===== src/rtl/counter_pkg.sv =====
// Shared constants for the up/down event counter family.
// Mode values are meant to be used for the SATURATE parameter.
package counter_pkg;

    localparam int CNT_WRAP      = 0;
    localparam int CNT_SAT       = 1;
    localparam int CNT_W_DEFAULT = 4;

endpackage


===== src/rtl/edge_detect_rise.sv =====
// Rising-edge detector: one-cycle pulse when a goes 0->1 between samples.
// a_q keeps tracking a while in reset, so a level held across reset release is not an edge.
module edge_detect_rise (
    input  logic clk,
    input  logic rst,
    input  logic a,
    output logic pulse
);

    logic a_q;

    // a_q follows a whether or not reset is asserted.
    always_ff @(posedge clk) begin
        a_q <= a;
    end

    // The pulse is suppressed during reset, so a consumer sees no event on a reset edge.
    assign pulse = rst & a & ~a_q;

endmodule


===== src/rtl/counter_updown_mod.sv =====
// N-bit up/down event counter over the range 0..limit.
// It supports load, wrap or saturate behaviour, a terminal-count pulse and a sticky overflow flag.
module counter_updown_mod
    import counter_pkg::*;
#(
    parameter int N        = CNT_W_DEFAULT,
    parameter int SATURATE = CNT_WRAP
) (
    input  logic         clk,
    input  logic         rst,
    input  logic         a,
    input  logic         up,
    input  logic         load,
    input  logic [N-1:0] loadValue,
    input  logic [N-1:0] initValue,
    input  logic [N-1:0] limit,
    output logic [N-1:0] count,
    output logic         tc,
    output logic         ovf
);

    localparam bit SAT_MODE = (SATURATE == CNT_SAT);

    logic         pulse;
    logic [N-1:0] count_reg, count_next;
    logic         tc_reg, tc_next;
    logic         ovf_reg, ovf_next;

    function automatic logic [N-1:0] clamp(input logic [N-1:0] v, input logic [N-1:0] lim);
        return (v > lim) ? lim : v;
    endfunction

    edge_detect_rise u_edge (
        .clk   (clk),
        .rst   (rst),
        .a     (a),
        .pulse (pulse)
    );

    // Range checks happen before the +/-1, so 2^N rollover never decides the result.
    always_comb begin
        count_next = count_reg;
        tc_next    = 1'b0;
        ovf_next   = ovf_reg;
        if (load) begin
            count_next = clamp(loadValue, limit);
            ovf_next   = 1'b0;
        end else if (pulse) begin
            if (up) begin
                if (count_reg < limit) begin
                    count_next = count_reg + 1'b1;
                end else begin
                    // count >= limit also covers a limit that was lowered below count.
                    count_next = SAT_MODE ? limit : '0;
                    tc_next    = 1'b1;
                    ovf_next   = 1'b1;
                end
            end else begin
                if (count_reg != '0) begin
                    count_next = clamp(count_reg - 1'b1, limit);
                end else begin
                    count_next = SAT_MODE ? '0 : limit;
                    tc_next    = 1'b1;
                    ovf_next   = 1'b1;
                end
            end
        end
    end

    always_ff @(posedge clk) begin
        if (!rst) begin
            count_reg <= clamp(initValue, limit);
            tc_reg    <= 1'b0;
            ovf_reg   <= 1'b0;
        end else begin
            count_reg <= count_next;
            tc_reg    <= tc_next;
            ovf_reg   <= ovf_next;
        end
    end

    assign count = count_reg;
    assign tc    = tc_reg;
    assign ovf   = ovf_reg;

endmodule


===== config.mk =====
export PLATFORM = sky130hd
export DESIGN_NAME = counter_updown_mod
export DESIGN_NICKNAME = d
export VERILOG_FILES = /design/src/rtl/counter_pkg.sv /design/src/rtl/edge_detect_rise.sv /design/src/rtl/counter_updown_mod.sv
export SDC_FILE = /design/constraint.sdc
export NUM_CORES = 1
export LEC_CHECK = 0
export CORE_UTILIZATION = 40
export CTS_CLUSTER_SIZE = 10
export DETAILED_ROUTE_END_ITERATION = 8
export PLACE_DENSITY = 0.72
export SLEW_MARGIN = 10
export SYNTH_ARGS = -nofsm -noshare
export SYNTH_HDL_FRONTEND = slang
export SYNTH_SLANG_ARGS = --single-unit

===== constraint.sdc =====
create_clock -name clk -period 6.5 [get_ports clk]
set_clock_uncertainty 0.2 [all_clocks]
set_input_delay 1.3 -clock clk [delete_from_list [all_inputs] [get_ports clk]]
set_output_delay 1.3 -clock clk [all_outputs]
set_load 0.005 [all_outputs]

# Word level (Yosys, flattened, before mapping)
# Index checks and enable logic that the tools add are counted.
# op_classes
addsub,2
order_cmp,4
n_eq_ne,3
mux,15
n_bitwise,5
reduce_logical,4
# op_table
cell,n
4-bit two-way mux,9
4-bit greater-than comparator,3
1-bit two-way mux,6
"4-bit by 1-bit adder with 4-bit output, second input constant",1
4-bit < comparator,1
"2-bit inequality test, second input constant",2
4-bit nonzero test,1
"4-bit by 1-bit subtractor with 4-bit output, second input constant",1
"3-bit by 1-bit inequality test with 1-bit output, second input constant",1
1-bit NOT,3
3-bit AND reduction,1
3-bit OR reduction,1
1-bit AND,2
2-bit OR reduction,1
# word_totals
register_bits,7
inputBits,17
output_inout_bits,6
word_cells,37

# Logic depth before layout (Yosys ltp)
# Gate-level depths: netlist of run 1.
# logic_depth
depth_word,8
depth_mapped,9
ltp_nobuf,9

# Hierarchy
# A second synthesis of run 1 with hierarchy kept.
# hier_totals
cells_unflattened,110
area_unflattened_um2,967.2
# modules_own_cells
module,n_inst,cells_each,area_per_inst_um2,seq_area_each_um2
counter_updown_mod,1,108,938.4,160.2
edge_detect_rise,1,2,28.8,20.0

# Least setup slack after synthesis of run 1
# Ideal clock, no wire load.
# synth_timing
path_kind,input to register
startpoint,input limit[1]
endpoint,"register count_reg[0], in the netlist count[0] (data pin)"
setup_time_ps,274
arrival_time_ps,2565
t_required_ps,6026
path_slack_ps,3461
cell_stages,7
path_buffers,0
path_cell_list,inv_1 > ha_1 > nor2b_1 > o211ai_1 > a21o_1 > mux2i_1 > o221ai_1
# synth_via
elab_chain_cells,7
elab_cells_between_ends,13
cone_classes,4 x order compare; 9 x mux
# synth_lines
item,line,text
start: declaration,counter_updown_mod.sv:16,"input logic [N-1:0] limit,"
4-bit greater-than comparator,counter_updown_mod.sv:30,return (v > lim) ? lim : v;
4-bit two-way mux,counter_updown_mod.sv:30,
4-bit two-way mux,counter_updown_mod.sv:59,if (count_reg != '0) begin
4-bit two-way mux,counter_updown_mod.sv:49,if (up) begin
4-bit two-way mux,counter_updown_mod.sv:48,end else if (pulse) begin
4-bit two-way mux,counter_updown_mod.sv:45,if (load) begin
4-bit two-way mux *,counter_updown_mod.sv:71,if (!rst) begin
end signal: assignment,counter_updown_mod.sv:72,"count_reg <= clamp(initValue, limit);"
end signal: assignment,counter_updown_mod.sv:76,count_reg <= count_next;
end: declaration,counter_updown_mod.sv:25,"logic [N-1:0] count_reg, count_next;"
# Every way passes the cells marked *; elsewhere a longest branch is shown, timed or not. The select of a mux whose other input is x is not followed.
# A chain may end at the register's enable or synchronous reset.

# Worst setup path after layout of run 1
# layout_timing
startpoint,input limit[1]
endpoint,"register count_reg[3], in the netlist count[3] (data pin)"
# The elaborated chain is that of the path after synthesis.

==> results.py, run 1 <==
metrics = {
    "grt": {
        "gr-max-usage-layer": "met2",
        "use_met3_pct": 5.36,
        "grt_max_degree": 9,
        "grt_util_met1_pct": 22.2,
        "grt_pass1_vias": 896,
        "grt_overflow": 0,
        "antenna_found_initial": 0,
        "gr-usage-all-layers_pct": 19.9,
        "use_met2_pct": 35.1,
        "grt_pass1_wl_mm": 3.81,
    },
    "detailed_routing": {
        "drt-wirelength-per-cell_um": 14.3,
        "drt-initial-drc-count": 35,
        "dr.pass1.iters": 4,
        "vias_per_cell": 5.72,
        "drcViolationCount": 0,
        "routed_wl_mm": 2.35,
        "drtAntennaViolNets": 0,
        "dr_total_vias": 938,
    },
    "power_and_ir_drop": {
        "p_leak_nw": 0.535,
        "p_per_area_nw_per_um2": 194,
        "ir_worst_vdd_mv": 0.142,
    },
    "floorplan": {
        "die_x_um": 51.0,
        "ios": 23,
        "rows": 17,
        "core_sq_um": 2230,
        "initial_core_util_pct": 42.9,
        "dieArea_sq_um": 2600,
        "die_height_um": 51.0,
    },
    "worst_setup_path": {
        "crit_chain": "clkdlybuf4s50_1, inv_1, ha_1, nor2b_1, o211ai_1, a2111oi_2, a311oi_1, a221oi_2",
        "r2r-end": "count[3]",
        "worst-r2r-setup-slack_ns": 3.60,
        "endpoint": "count[3]",
        "critical_path.max_stage_delay_ns": 0.53,
        "startpoint": "limit[1]",
        "crit_path_start_kind": "input pin",
        "endpoint_kind": "register",
        "cp.required_ns": 6.28,
        "cp_slowest_cell": "clkdlybuf4s50_1",
        "r2r.worst_path.cells": 9,
        "critPathMaxFanout": 4,
        "r2r-start": "count[0]",
        "worst_ep_arrival_time_ns": 3.37,
        "critPathKind": "input pin to register",
    },
    "logic_synthesis": {
        "synth_seq_cells": 7,
        "ys_warn_count": 0,
        "syn_inst": 111,
        "synth_fa_ha_area_share_pct": 23.5,
        "synth_nets": 146,
        "postSynthAreaPerCell_sq_um": 8.63,
        "muxShareOfSynthArea_pct": 8.49,
        "synth_compound_area_share_pct": 21.7,
        "synthSimpleGateAreaFrac_pct": 19.2,
        "async_reset_ff_share_pct": 0,
        "synth_top_family_by_area": "adder cells",
        "ys_types": 36,
        "yosysSeqAreaShare_pct": 18.8,
        "netlist_area_sq_um": 958,
        "synth-edff-count": 4,
        "synth_xor_area_share_pct": 3.66,
        "ys.flop_type": "edfxtp_1",
    },
    "layout": {
        "largest_reg_flops": 4,
        "layout-area-overhead-vs-synth_pct": 29.0,
        "final_nets": 172,
        "drive_gt1_share_pct": 5.88,
        "layout_common_cells": "clkdlybuf4s50_1, ha_1, inv_1, nor2_1, mux2i_1",
        "antenna_cells": 0,
        "utilization_pct": 55.4,
        "layout_commonest_cell": "clkdlybuf4s50_1",
    },
    "cts": {
        "post_cts_resized": 0,
        "postCtsSetupBuffers": 0,
        "cts_buffers": 3,
        "cts_tree": "done",
        "clkTransAtPathRegs_ns": 0.05,
        "h-tree-depth": 1,
        "clk_path_buf_depth": 2,
        "insertion_delay_ns": 0.25,
        "hold_buffers": 0,
        "numClockSinks": 7,
        "cts-root-buf": "clkbuf_4",
    },
    "run_status": {
        "status": "complete, no violations",
    },
    "place": {
        "dp_hpwl_mm": 1.94,
        "port_buffers": 22,
        "gp_congestion": 0.953,
    },
    "timing": {
        "worst_slew_pin_slew_ns": 0.515,
        "tns_ns": 0,
        "hold_violations": 0,
        "timing.fmax_mhz": 279,
        "rsz0062_at_grt": "no",
        "slew_headroom_pct": 65.3,
        "fin_crit_sh_pct": 55.2,
        "setup_viol": 0,
        "finalCriticalPeriod_ns": 3.59,
        "hold_ws_ns": 0.267,
        "maxSlewViolCount": 0,
    },
    "hold_path": {
        "holdPathStages": 1,
        "hold_path_class": "register to register",
    },
    "flow_run": {
        "maxCapViolCount": 0,
    },
}
metal layers:
layer / part of all wire [%] / up-vias
met2: 47 / 34
met5: 0 / -
met4: 2.4 / 0
li1: - / 464
met1: 44 / 432
met3: 7.4 / 8
kinds of logic after synthesis:
logic type | after synthesis
AND/OR/NAND/NOR | 35
AO/OA/AOI/OAI | 27
adder cells (fa/ha/maj) | 18
buffers and inverters | 12
multiplexers | 8
flip-flops | 7
XOR/XNOR | 4
how the worst min path moves through the flow:
stage,startpoint,endpoint
finish,ovf,ovf
global route,ovf,ovf
CTS,ovf,ovf
detailed placement,ovf,ovf
global placement,ovf,ovf
floorplan,ovf,ovf
cells in the mapped netlist (all sizes together), types with 2 or more instances:
cell type   n  share of area [%]
xor2        4                3.7
and2        2                1.3
edfxtp      4                 13
ha         18                 23
o21ai       6                3.1
nor2       11                4.3
a21o        2                1.6
nand2       5                2.0
dfxtp       3                6.3
mux2i       7                7.3
o221ai      3                2.7
nand3       2                1.0
nor2b       3                2.0
a21oi       3                2.0
a211oi      4                3.1
nor3        2                1.0
nand2b      4                2.6
inv        11                4.3
power by group:
part	internal (mW)	total (mW)	leakage (nW)	switching [mW]
logic	0.0651	0.136	0.453	0.0711
clock network	0.0234	0.0393	0.0150	0.0159
registers	0.0546	0.0648	0.0665	0.0102
total	0.143	0.240	0.535	0.0972
cell type report:
type | instances | area (sq um)
sequential | 7 | 180
timing repair buffer | 22 | 220
tap | 28 | 35.0
inverter | 11 | 41.3
fill | 221 | 997
clock buffer | 4 | 26.3
multi-input combinational | 92 | 733
worst max-delay path: cells and delay by family:
family          cells  cell delay [ns]
compound gates      4             0.96
fa+ha+maj           1             0.33
buf+inv             2             0.66
simple gates        1             0.14
per-stage QoR:
step                      instance area (sq um)  total power, mW  setup slack, ns  instances
after floorplan                             958            0.154             3.46        111
after global placement                     1210            0.197             2.79        160
after detailed placement                   1210            0.200             2.68        160
after CTS                                  1240            0.240             2.93        164
after global routing                       1240            0.258             2.82        164
final                                      1240            0.240             2.91        164
(Power assumes the default switching activity.)
==> run 2: changes to the inputs <==
--- a/config.mk
+++ b/config.mk
@@ -8,7 +8,7 @@
 export CORE_UTILIZATION = 40
 export CTS_CLUSTER_SIZE = 10
 export DETAILED_ROUTE_END_ITERATION = 8
-export PLACE_DENSITY = 0.72
+export PLACE_DENSITY = 0.74
 export SLEW_MARGIN = 10
 export SYNTH_ARGS = -nofsm -noshare
 export SYNTH_HDL_FRONTEND = slang
==> constraint.sdc (replaced) <==
create_clock -name clk -period 3.2 [get_ports clk]
set_clock_uncertainty 0.2 [all_clocks]
set_input_delay 0.64 -clock clk [delete_from_list [all_inputs] [get_ports clk]]
set_output_delay 0.64 -clock clk [all_outputs]
set_load 0.005 [all_outputs]
==> results.py, run 2 (synthesis gave the netlist of run 1 again) <==
metrics = {
    "cts": {
        "cts_buffers": 3,
        "cts-root-buf": "clkbuf_4",
        "clkTransAtPathRegs_ns": 0.05,
        "hold_buffers": 0,
        "h-tree-depth": 1,
        "postCtsSetupBuffers": 0,
        "post_cts_resized": 0,
        "numClockSinks": 7,
        "cts_tree": "done",
        "insertion_delay_ns": 0.25,
        "clk_path_buf_depth": 2,
    },
    "detailed_routing": {
        "drtAntennaViolNets": 0,
        "drt-wirelength-per-cell_um": 14.2,
        "dr.pass1.iters": 4,
        "routed_wl_mm": 2.35,
        "drcViolationCount": 0,
        "dr_total_vias": 938,
        "vias_per_cell": 5.68,
        "drt-initial-drc-count": 15,
    },
    "grt": {
        "grt_overflow": 0,
        "gr-usage-all-layers_pct": 20.3,
        "antenna_found_initial": 0,
        "grt_max_degree": 9,
        "grt_pass1_wl_mm": 4.03,
        "grt_pass1_vias": 919,
    },
    "layout": {
        "largest_reg_flops": 4,
        "fin_cells": 165,
        "layout_commonest_cell": "clkdlybuf4s50_1",
        "layout_common_cells": "clkdlybuf4s50_1, ha_1, inv_1, nor2_1, mux2i_1",
        "nFillCells": 197,
        "utilization_pct": 55.7,
        "antenna_cells": 0,
        "final_nets": 173,
        "drive_gt1_share_pct": 6.57,
        "layout-area-overhead-vs-synth_pct": 29.8,
    },
    "power_and_ir_drop": {
        "p_per_area_nw_per_um2": 390,
        "p_leak_nw": 0.540,
        "totalPowerFinal_uw": 485,
        "ir_worst_vdd_mv": 0.253,
    },
    "floorplan": {
        "die_x_um": 51.0,
        "die_height_um": 51.0,
        "ios": 23,
        "initial_core_util_pct": 42.9,
        "dieArea_sq_um": 2600,
        "core_sq_um": 2230,
        "rows": 17,
    },
    "worst_setup_path": {
        "critPathKind": "input pin to register",
        "critPathMaxFanout": 4,
        "startpoint": "limit[1]",
        "r2r.worst_path.cells": 9,
        "r2r-start": "count[0]",
        "endpoint_kind": "register",
        "cp.required_ns": 2.99,
        "crit_path_start_kind": "input pin",
        "worst-r2r-setup-slack_ns": 0.39,
        "worst_ep_arrival_time_ns": 2.62,
        "endpoint": "count[0]",
        "r2r-end": "count[0]",
    },
    "place": {
        "placed_cells": 161,
        "dp_hpwl_mm": 1.98,
        "port_buffers": 22,
        "gp_congestion": 0.889,
        "post-place-ws_ns": 0.120,
    },
    "timing": {
        "hold_violations": 0,
        "worst_slew_pin_slew_ns": 0.570,
        "post-route-worst-setup-slack_ns": 0.367,
        "tns_ns": 0,
        "timing.fmax_mhz": 353,
        "rsz0062_at_grt": "no",
        "fin_crit_sh_pct": 88.5,
        "setup_viol": 0,
        "maxSlewViolCount": 0,
        "slew_headroom_pct": 61.6,
        "finalCriticalPeriod_ns": 2.83,
    },
    "hold_path": {
        "hold_path_class": "register to register",
    },
    "flow_run": {
        "maxCapViolCount": 0,
    },
    "run_status": {
        "status": "complete, no violations",
    },
}
==> run 2: cell count changes in the layout (fill, tap and decap cells not counted) <==
cell and change:
buf_4 +1
==> run 2: per-stage QoR <==
step	instance area, sq um	hold slack [ns]
floorplan	958	0.264
global placement	1220	0.252
detailed placement	1220	0.264
CTS	1240	0.272
global route	1240	0.279
finish	1240	0.272
==> run 2: routing by layer <==
layer	vias to the layer above	part of all wire (%)	track usage, %
met5	-	0	0
met1	440	46	24.2
met2	25	49	37.1
met3	4	3.6	3.27
li1	469	-	-
met4	0	1.1	5.56
==> run 2: worst max-delay path, stage by stage <==
cell	delay [ns]
clkdlybuf4s50_1	0.52
inv_1	0.12
ha_1	0.32
nor2b_1	0.13
o211ai_1	0.34
a21o_1	0.23
mux2i_1	0.19
o221ai_1	0.13
==> run 2: worst min-delay path by stage <==
stage	startpoint	to	slack, ns	cells past startpoint
after floorplan	ovf	ovf	0.26	1
after global placement	ovf	ovf	0.25	1
after detailed placement	ovf	ovf	0.26	1
after CTS	ovf	ovf	0.27	1
after global routing	ovf	ovf	0.28	1
final	ovf	ovf	0.27	1
==> run 2: power breakdown <==
group | switching, mW | internal [mW]
sequential | 0.0207 | 0.111
clock | 0.0326 | 0.0476
combinational | 0.140 | 0.133
==> run 2: layout make-up <==
type / instances / area [sq um] / share of cell area (%)
inverters: 11 / 41.3 / 3.32
well taps: 28 / 35.0 / 2.82
clock buffers: 4 / 26.3 / 2.11
repair buffers: 23 / 228 / 18.3
multi-input cells: 92 / 733 / 59.0
flip-flops and latches: 7 / 180 / 14.5
